--- config.mk ---
export PLATFORM = sky130hd
export DESIGN_NAME = np_boot_loader
export DESIGN_NICKNAME = d
export VERILOG_FILES = /design/src/rtl/np_boot_loader.sv
export SDC_FILE = /design/constraint.sdc
export NUM_CORES = 1
export LEC_CHECK = 0
export ABC_CLOCK_PERIOD_IN_PS = 4100
export CORE_MARGIN = 2
export CORE_UTILIZATION = 45
export CTS_BUF_LIST = sky130_fd_sc_hd__clkbuf_4 sky130_fd_sc_hd__clkbuf_8
export CTS_CLUSTER_DIAMETER = 50
export DETAILED_ROUTE_END_ITERATION = 7
export GPL_ROUTABILITY_DRIVEN = 0
export GPL_TIMING_DRIVEN = 0
export PLACE_DENSITY = 0.73
export SLEW_MARGIN = 20
export SYNTH_ARGS = -nofsm -noshare
export SYNTH_HDL_FRONTEND = slang
export SYNTH_SLANG_ARGS = --single-unit
export TNS_END_PERCENT = 50
--- constraint.sdc ---
create_clock -name clk -period 4.1 [get_ports clk]
set_clock_uncertainty 0.05 [all_clocks]
set_input_delay 0.41 -clock clk [delete_from_list [all_inputs] [get_ports clk]]
set_output_delay 0.41 -clock clk [all_outputs]
set_load 0.01 [all_outputs]
--- src/rtl/np_boot_loader.sv ---
// Boot loader for the np core: receives a length-prefixed, XOR-checksummed byte image,
// writes big-endian 32-bit words to instruction memory and gates the core's reset.
module np_boot_loader #(
    parameter int WIDTH    = 32,
    parameter int ADDRSIZE = 12,
    parameter int MEMSIZE  = 1 << ADDRSIZE
) (
    input  logic                clk,
    input  logic                reset,
    input  logic                rx_valid,
    input  logic [7:0]          rx_data,
    output logic                rx_ready,
    output logic                mem_wr,
    output logic [ADDRSIZE-1:0] mem_address,
    output logic [WIDTH-1:0]    mem_dataOut,
    output logic                cpu_reset,
    input  logic                halt,
    output logic                loaded,
    output logic                err,
    output logic [ADDRSIZE:0]   word_count
);

    typedef enum logic [2:0] {
        S_LEN_HI,
        S_LEN_LO,
        S_DATA,
        S_CSUM,
        S_RUN,
        S_HALTED,
        S_ERROR
    } state_t;

    state_t                state_reg, state_next;
    logic [15:0]           len_reg;
    logic [1:0]            byte_cnt_reg;
    logic [WIDTH-9:0]      shift_reg;
    logic [7:0]            csum_reg;
    logic [ADDRSIZE:0]     word_count_reg;

    logic                  rx_ready_reg;
    logic                  mem_wr_reg;
    logic [ADDRSIZE-1:0]   mem_address_reg;
    logic [WIDTH-1:0]      mem_dataOut_reg;
    logic                  cpu_reset_reg;
    logic                  loaded_reg;
    logic                  err_reg;

    logic                  accept;
    logic [15:0]           len_value;
    logic                  last_word;
    logic                  receiving_next;

    assign accept    = rx_valid && rx_ready_reg;
    assign len_value = {len_reg[15:8], rx_data};
    assign last_word = (16'(word_count_reg) + 16'd1) == len_reg;

    always_ff @(posedge clk) begin
        if (reset) begin
            state_reg <= S_LEN_HI;
        end else begin
            state_reg <= state_next;
        end
    end

    always_comb begin
        state_next = state_reg;
        case (state_reg)
            S_LEN_HI: begin
                if (accept) state_next = S_LEN_LO;
            end
            S_LEN_LO: begin
                if (accept) begin
                    if (len_value == 16'd0)
                        state_next = S_CSUM;
                    else if (32'(len_value) > MEMSIZE)
                        state_next = S_ERROR;
                    else
                        state_next = S_DATA;
                end
            end
            S_DATA: begin
                if (accept && byte_cnt_reg == 2'd3 && last_word) state_next = S_CSUM;
            end
            S_CSUM: begin
                if (accept) state_next = (rx_data == csum_reg) ? S_RUN : S_ERROR;
            end
            S_RUN: begin
                if (halt) state_next = S_HALTED;
            end
            S_HALTED: state_next = S_LEN_HI;
            S_ERROR:  state_next = S_ERROR;
            default:  state_next = S_ERROR;
        endcase
    end

    // Status outputs are registered from the next state so they line up with the state itself.
    assign receiving_next = (state_next == S_LEN_HI) || (state_next == S_LEN_LO) ||
                            (state_next == S_DATA)   || (state_next == S_CSUM);

    always_ff @(posedge clk) begin
        if (reset) begin
            len_reg         <= '0;
            byte_cnt_reg    <= '0;
            shift_reg       <= '0;
            csum_reg        <= '0;
            word_count_reg  <= '0;
            rx_ready_reg    <= 1'b0;
            mem_wr_reg      <= 1'b0;
            mem_address_reg <= '0;
            mem_dataOut_reg <= '0;
            cpu_reset_reg   <= 1'b1;
            loaded_reg      <= 1'b0;
            err_reg         <= 1'b0;
        end else begin
            rx_ready_reg  <= receiving_next;
            cpu_reset_reg <= (state_next != S_RUN);
            loaded_reg    <= (state_next == S_RUN);
            err_reg       <= (state_next == S_ERROR);
            mem_wr_reg    <= 1'b0;

            // The checksum byte itself is excluded from the running XOR.
            if (accept && (state_reg == S_LEN_HI || state_reg == S_LEN_LO || state_reg == S_DATA))
                csum_reg <= csum_reg ^ rx_data;

            case (state_reg)
                S_LEN_HI: begin
                    if (accept) len_reg[15:8] <= rx_data;
                end
                S_LEN_LO: begin
                    if (accept) begin
                        len_reg[7:0] <= rx_data;
                        byte_cnt_reg <= 2'd0;
                    end
                end
                S_DATA: begin
                    if (accept) begin
                        byte_cnt_reg <= byte_cnt_reg + 2'd1;
                        if (byte_cnt_reg == 2'd3) begin
                            mem_wr_reg      <= 1'b1;
                            mem_dataOut_reg <= {shift_reg, rx_data};
                            mem_address_reg <= word_count_reg[ADDRSIZE-1:0];
                            word_count_reg  <= word_count_reg + 1'b1;
                        end else begin
                            shift_reg <= {shift_reg[WIDTH-17:0], rx_data};
                        end
                    end
                end
                S_HALTED: begin
                    len_reg        <= '0;
                    byte_cnt_reg   <= '0;
                    csum_reg       <= '0;
                    word_count_reg <= '0;
                end
                default: ;
            endcase
        end
    end

    assign rx_ready    = rx_ready_reg;
    assign mem_wr      = mem_wr_reg;
    assign mem_address = mem_address_reg;
    assign mem_dataOut = mem_dataOut_reg;
    assign cpu_reset   = cpu_reset_reg;
    assign loaded      = loaded_reg;
    assign err         = err_reg;
    assign word_count  = word_count_reg;

endmodule

-- After elaboration in Yosys (flattened, before gate mapping)
Index checks and enable logic that the tools add are counted.
- $add $sub $neg: 3
- $mul: 0
- div/mod/pow operators: 0
- order comparisons: 1
- equality and inequality tests: 18
- shifts and indexed selects: 0
- muxes and demuxes: 19
- bitwise logic cells: 4
- reductions and logical operators: 24
- operators by type and width (cell ; count):
    one-hot mux 8 bit (2 select lines) ; 2
    2-to-1 mux 13 bit ; 2
    one-hot mux 13 bit (2 select lines) ; 1
    2-to-1 mux 3 bit ; 7
    one-hot mux 3 bit (6 select lines) ; 1
    equality test 14 x 16 -> 1 bit ; 1
    greater-than comparator 16 x 13 -> 1 bit (second input constant) ; 1
    logical NOT 16 bit ; 1
    adder 13 x 1 -> 14 bit (second input constant) ; 1
    adder 13 x 1 -> 13 bit (second input constant) ; 1
    equality test 3 x 2 -> 1 bit (second input constant) ; 4
    equality test 3 bit (second input constant) ; 4
    AND reduction 3 bit ; 4
    equality test 8 bit ; 1
    2-to-1 mux 8 bit ; 1
    != test 2 bit (second input constant) ; 4
    bitwise XOR 8 bit ; 1
    equality test 3 x 1 -> 1 bit (second input constant) ; 2
    logical NOT 3 bit ; 2
    2-to-1 mux 2 bit ; 3
    one-hot mux 2 bit (3 select lines) ; 1
    nonzero test 2 bit ; 3
    logical OR 1 bit ; 5
    logical AND 1 bit ; 4
    other kinds (9) ; 12
- register bits after elaboration: 115
- latch bits: 0
- memory bits (writable): 0
- bits in read-only memories: 0
- input bits: 12
- output and inout port bits: 62
- word-level logic and storage cells: 83
- memories: 0

-- Depth between registers and ports, before layout
- depth in word-level cells: 9
- mapped depth: 9
- mapped depth without buffers: 7

-- Worst setup path before layout
Ideal clock, no wire load.
- path type: reg-to-reg
- start point: register word_count_reg[0], in the netlist word_count[0]
- end point: register state_reg[0]
- library setup time: 0.074 ns
- arrival: 1.778 ns
- required time: 3.976 ns
- path slack: 2.197 ns
- stages on the path, launching flop included: 9
- path buffers: 1
- clock period less this slack: 1.903 ns
- cell sequence: dfxtp_1 > ha_1 > buf_2 > nand3_1 > o41ai_1 > o311ai_1 > a211oi_1 > nand4_1 > o21ai_0
- longest elaborated chain between the ends: 5
- ends and longest elaborated chain (element ; RTL line ; RTL):
    from (decl) ; 38 ; logic [ADDRSIZE:0] word_count_reg;
    from (signal assigned) ; 142 ; word_count_reg <= word_count_reg + 1'b1;
    adder 13 x 1 -> 14 bit ; 55 ; assign last_word = (16'(word_count_reg) + 16'd1) == len_reg;
    equality test 14 x 16 -> 1 bit ; 55 ;
    logical AND 1 bit ; 82 ; if (accept && byte_cnt_reg == 2'd3 && last_word) state_next = S_CSUM;
    2-to-1 mux 3 bit ; 82 ;
    one-hot mux 3 bit (6 select lines) ; 67 ; case (state_reg)
    to (signal assigned) ; 61 ; state_reg <= state_next;
    to (decl) ; 33 ; state_t state_reg, state_next;
No other way between the ends.
A chain may end at the register's enable or synchronous reset.

-- Worst setup path in the final report
Same ends and word-level chain as after synthesis.

==> key figures <==
Placed design
  • Post-detail-place hpwl: 8870 um
  • Pre-CTS WS: 1.47 ns
  • Buffers added on ports: 64
  • Dpl cells: 823
  • DP Area: 5700 um^2

Global routing
  • GRT Residual Overflow: 0
  • Overall routing resource usage: 22.4%
  • Largest net degree at the start of global routing: 17
  • Wire length of the first global-routing pass: 20600 um
  • Initial antenna violation count: 0
  • Vias in the first global route: 4275

Run
  • Max Cap Viol: 0

Setup path
  • Critical path endpoint category: flip-flop
  • Crit path launch type: flip-flop
  • Stages on the worst setup path: 8
  • Max incr delay on CP: 0.61 ns
  • Max FO, Critical Path: 8
  • Worst R2R Path Depth: 8
  • Worst EP required: 4.40 ns
  • CP endpoint: state_reg[0]$_SDFF_PP0_
  • Reg2Reg Launch Point: word_count[0]$_SDFFE_PP0P_
  • WP buf/inv: 1
  • Critical path cell sequence: ha_1, buf_2, nand3_1, o41ai_1, o311ai_1, a211oi_1, nand4_1, o21ai_0
  • Crit path from: word_count[0]$_SDFFE_PP0P_
  • CP Data Arrival Time: 2.77 ns
  • Critical path's slowest cell: dfxtp_1
  • Reg2Reg Setup Slack: 1.63 ns
  • End of the worst register-to-register path: state_reg[0]$_SDFF_PP0_
  • Cell family with most CP delay: compound AO/OA/AOI/OAI gates
  • Setup CP Type: reg -> reg

STA
  • Slew @ Worst Pin: 0.916 ns
  • Final setup viols: 0
  • TNS Setup: 0 ns
  • Slew HR: 38.5%
  • Hold Fails Final Rpt: 0
  • Pins Over Slew Limit: 0
  • Final setup margin: 1.63 ns
  • Fmax: 405 MHz
  • Final Critical Period: 2.47 ns
  • RSZ-0062 raised after global routing: no
  • Final Cycle Share: 60.2%

Final layout
  • Synthesis-to-layout area growth: 24.6%
  • Cell Count, Final, Fillers Out: 854
  • Max reg flops: 32
  • Share of post-route cells with drive strength above 1: 7.98%
  • Post-route cell area: 6080 um^2
  • NumNets Final: 716
  • Antenna cells: 0

CTS
  • Setup bufs post-CTS: 0
  • CTS tree: done
  • Worst-path clk slew: 0.07 ns
  • H-tree depth: 4
  • Total CTS buffers: 17
  • Num Clock Sinks: 115
  • Clock Latency Late Sink: 0.43 ns
  • Root buffer cell: clkbuf_8
  • Hold_buf cts: 0
  • Worst-case clock buffer depth: 2
  • Resized cells post-CTS: 0

Routing
  • DR vias: 4584
  • Final WL: 12500 um
  • Post-route DRC: 0
  • Wirelength per Cell: 14.6 um
  • Routed Antenna Nets: 0
  • Initial DRC count: 399
  • Vias per cell: 5.37
  • 1st-pass router iterations: 5

Yosys
  • Ys flop type: dfxtp_1
  • Count leader, synth: nand2_1
  • Synth Cell Area: 4880 um^2
  • Cell variety after synth: 47
  • Number of flops mapped to enable cells by yosys: 0
  • List of most frequent post-synthesis cells: nand2_1 (159), dfxtp_1 (115), a21oi_1 (87)
  • Synth area leader: dfxtp_1
  • Yosys warns: 0
  • Share of the synthesized area in the top cell type: 47.1%
  • Mapped Cells: 619
  • Mapped Avg Cell Area: 7.89 um^2
  • Sequential-to-total area share from yosys stat: 47.1%
  • Syn_nets: 633
  • FF+latch count, synth: 115
  • Synth async-reset ratio: 0%
  • Largest cells by area after synthesis: dfxtp_1 (47%), nand2_1 (12%), a21oi_1 (8.9%), nor2_1 (3.9%), xor2_1 (3.4%)

Worst hold path
  • Worst Hold Class: in -> reg

Die
  • Die Wd: 108 um
  • Num ports: 74
  • Core ar.: 10700 um^2
  • Die Ht: 108 um
  • # rows: 38
  • Total Die Area: 11700 um^2
  • Initial core utilization: 45.6%

Run status
  • Status: finished, final reports clean

Power and ir drop
  • Worst vdd ir: 0.220 mV
  • Power per standard cell area: 378 nW/um^2
  • P_leak: 2.07 nW
per-stage QoR:
| stage | total power, mW | hold WS [ns] | util (%) |
|---|---|---|---|
| after floorplan | 1.27 | 0.382 | - |
| after global placement | 1.30 | 0.391 | 53.3 |
| after detailed placement | 1.30 | 0.395 | 53.3 |
| after CTS | 2.31 | 0.322 | 56.9 |
| after global routing | 2.38 | 0.336 | 56.9 |
| final | 2.30 | 0.332 | 56.9 |
where the power goes:
part           switching, mW  internal (mW)  total, mW
clock network          0.471          0.550       1.02
registers             0.0147           1.13       1.15
logic                 0.0839         0.0486      0.133
worst min-delay path by stage:
stage / from / to / slack, ns / cells after the start
6_report: rx_data[0] / shift_reg[0]$_SDFFE_PP0P_ / 0.33 / 3
5_1_grt: rx_data[5] / shift_reg[5]$_SDFFE_PP0P_ / 0.34 / 3
4_1_cts: rx_data[0] / shift_reg[0]$_SDFFE_PP0P_ / 0.32 / 3
3_5_place_dp: mem_address[11]$_SDFFE_PP0P_ / mem_address[11]$_SDFFE_PP0P_ / 0.40 / 2
3_3_place_gp: mem_address[7]$_SDFFE_PP0P_ / mem_address[7]$_SDFFE_PP0P_ / 0.39 / 2
2_1_floorplan: shift_reg[16]$_SDFFE_PP0P_ / mem_dataOut[24]$_SDFFE_PP0P_ / 0.38 / 2
kinds of logic after synthesis:
kind of cell    Yosys count  share of synthesized area [%]
compound gates          126                           14.5
fa+ha+maj                 2                          0.512
mux                       9                           1.84
buf+inv                  59                           5.02
xor+xnor                 35                           6.28
flops                   115                           47.1
simple gates            273                           24.7
placed cells by master, fill, tap and decap left out, types with 4 or more instances in the layout:
cell type        instances
clkinvlp_4               4
buf_2                   19
clkbuf_8                18
nand3_1                 12
nand2_1                159
nor2b_1                  4
and3_1                   6
inv_1                    6
clkinv_2                 4
xor2_1                  19
a22oi_1                  9
nor3_1                   7
a21oi_1                 87
clkbuf_1                32
dfxtp_1                115
mux2i_1                  9
o21ai_0                 13
clkdlybuf4s50_1         64
nand4_1                  6
nor2_1                  51
xnor2_1                 16
nor4_1                   8
worst reg2reg max path: stages (launching register included):
cell,delay [ns]
dfxtp_1,0.61
ha_1,0.22
buf_2,0.17
nand3_1,0.21
o41ai_1,0.40
o311ai_1,0.16
a211oi_1,0.31
nand4_1,0.17
o21ai_0,0.10
layer usage:
| metal | track usage [%] | up-vias | share of wire (%) |
|---|---|---|---|
| li1 | - | 2243 | - |
| met1 | 30.3 | 2126 | 45 |
| met2 | 34.2 | 185 | 46 |
| met4 | 10.8 | 0 | 2.4 |
| met3 | 4.76 | 30 | 6.6 |
| met5 | 0 | - | 0 |
area by class of cell:
type,instances,area [um^2]
multi-input combinational,445,2340
inverter,6,22.5
timing repair buffer,64,641
tap,140,175
buffer,53,223
clock buffer,18,248
fill,1011,4610
clock inverter,13,136
sequential,115,2300
No activity file was read; power rests on OpenSTA's default activity.
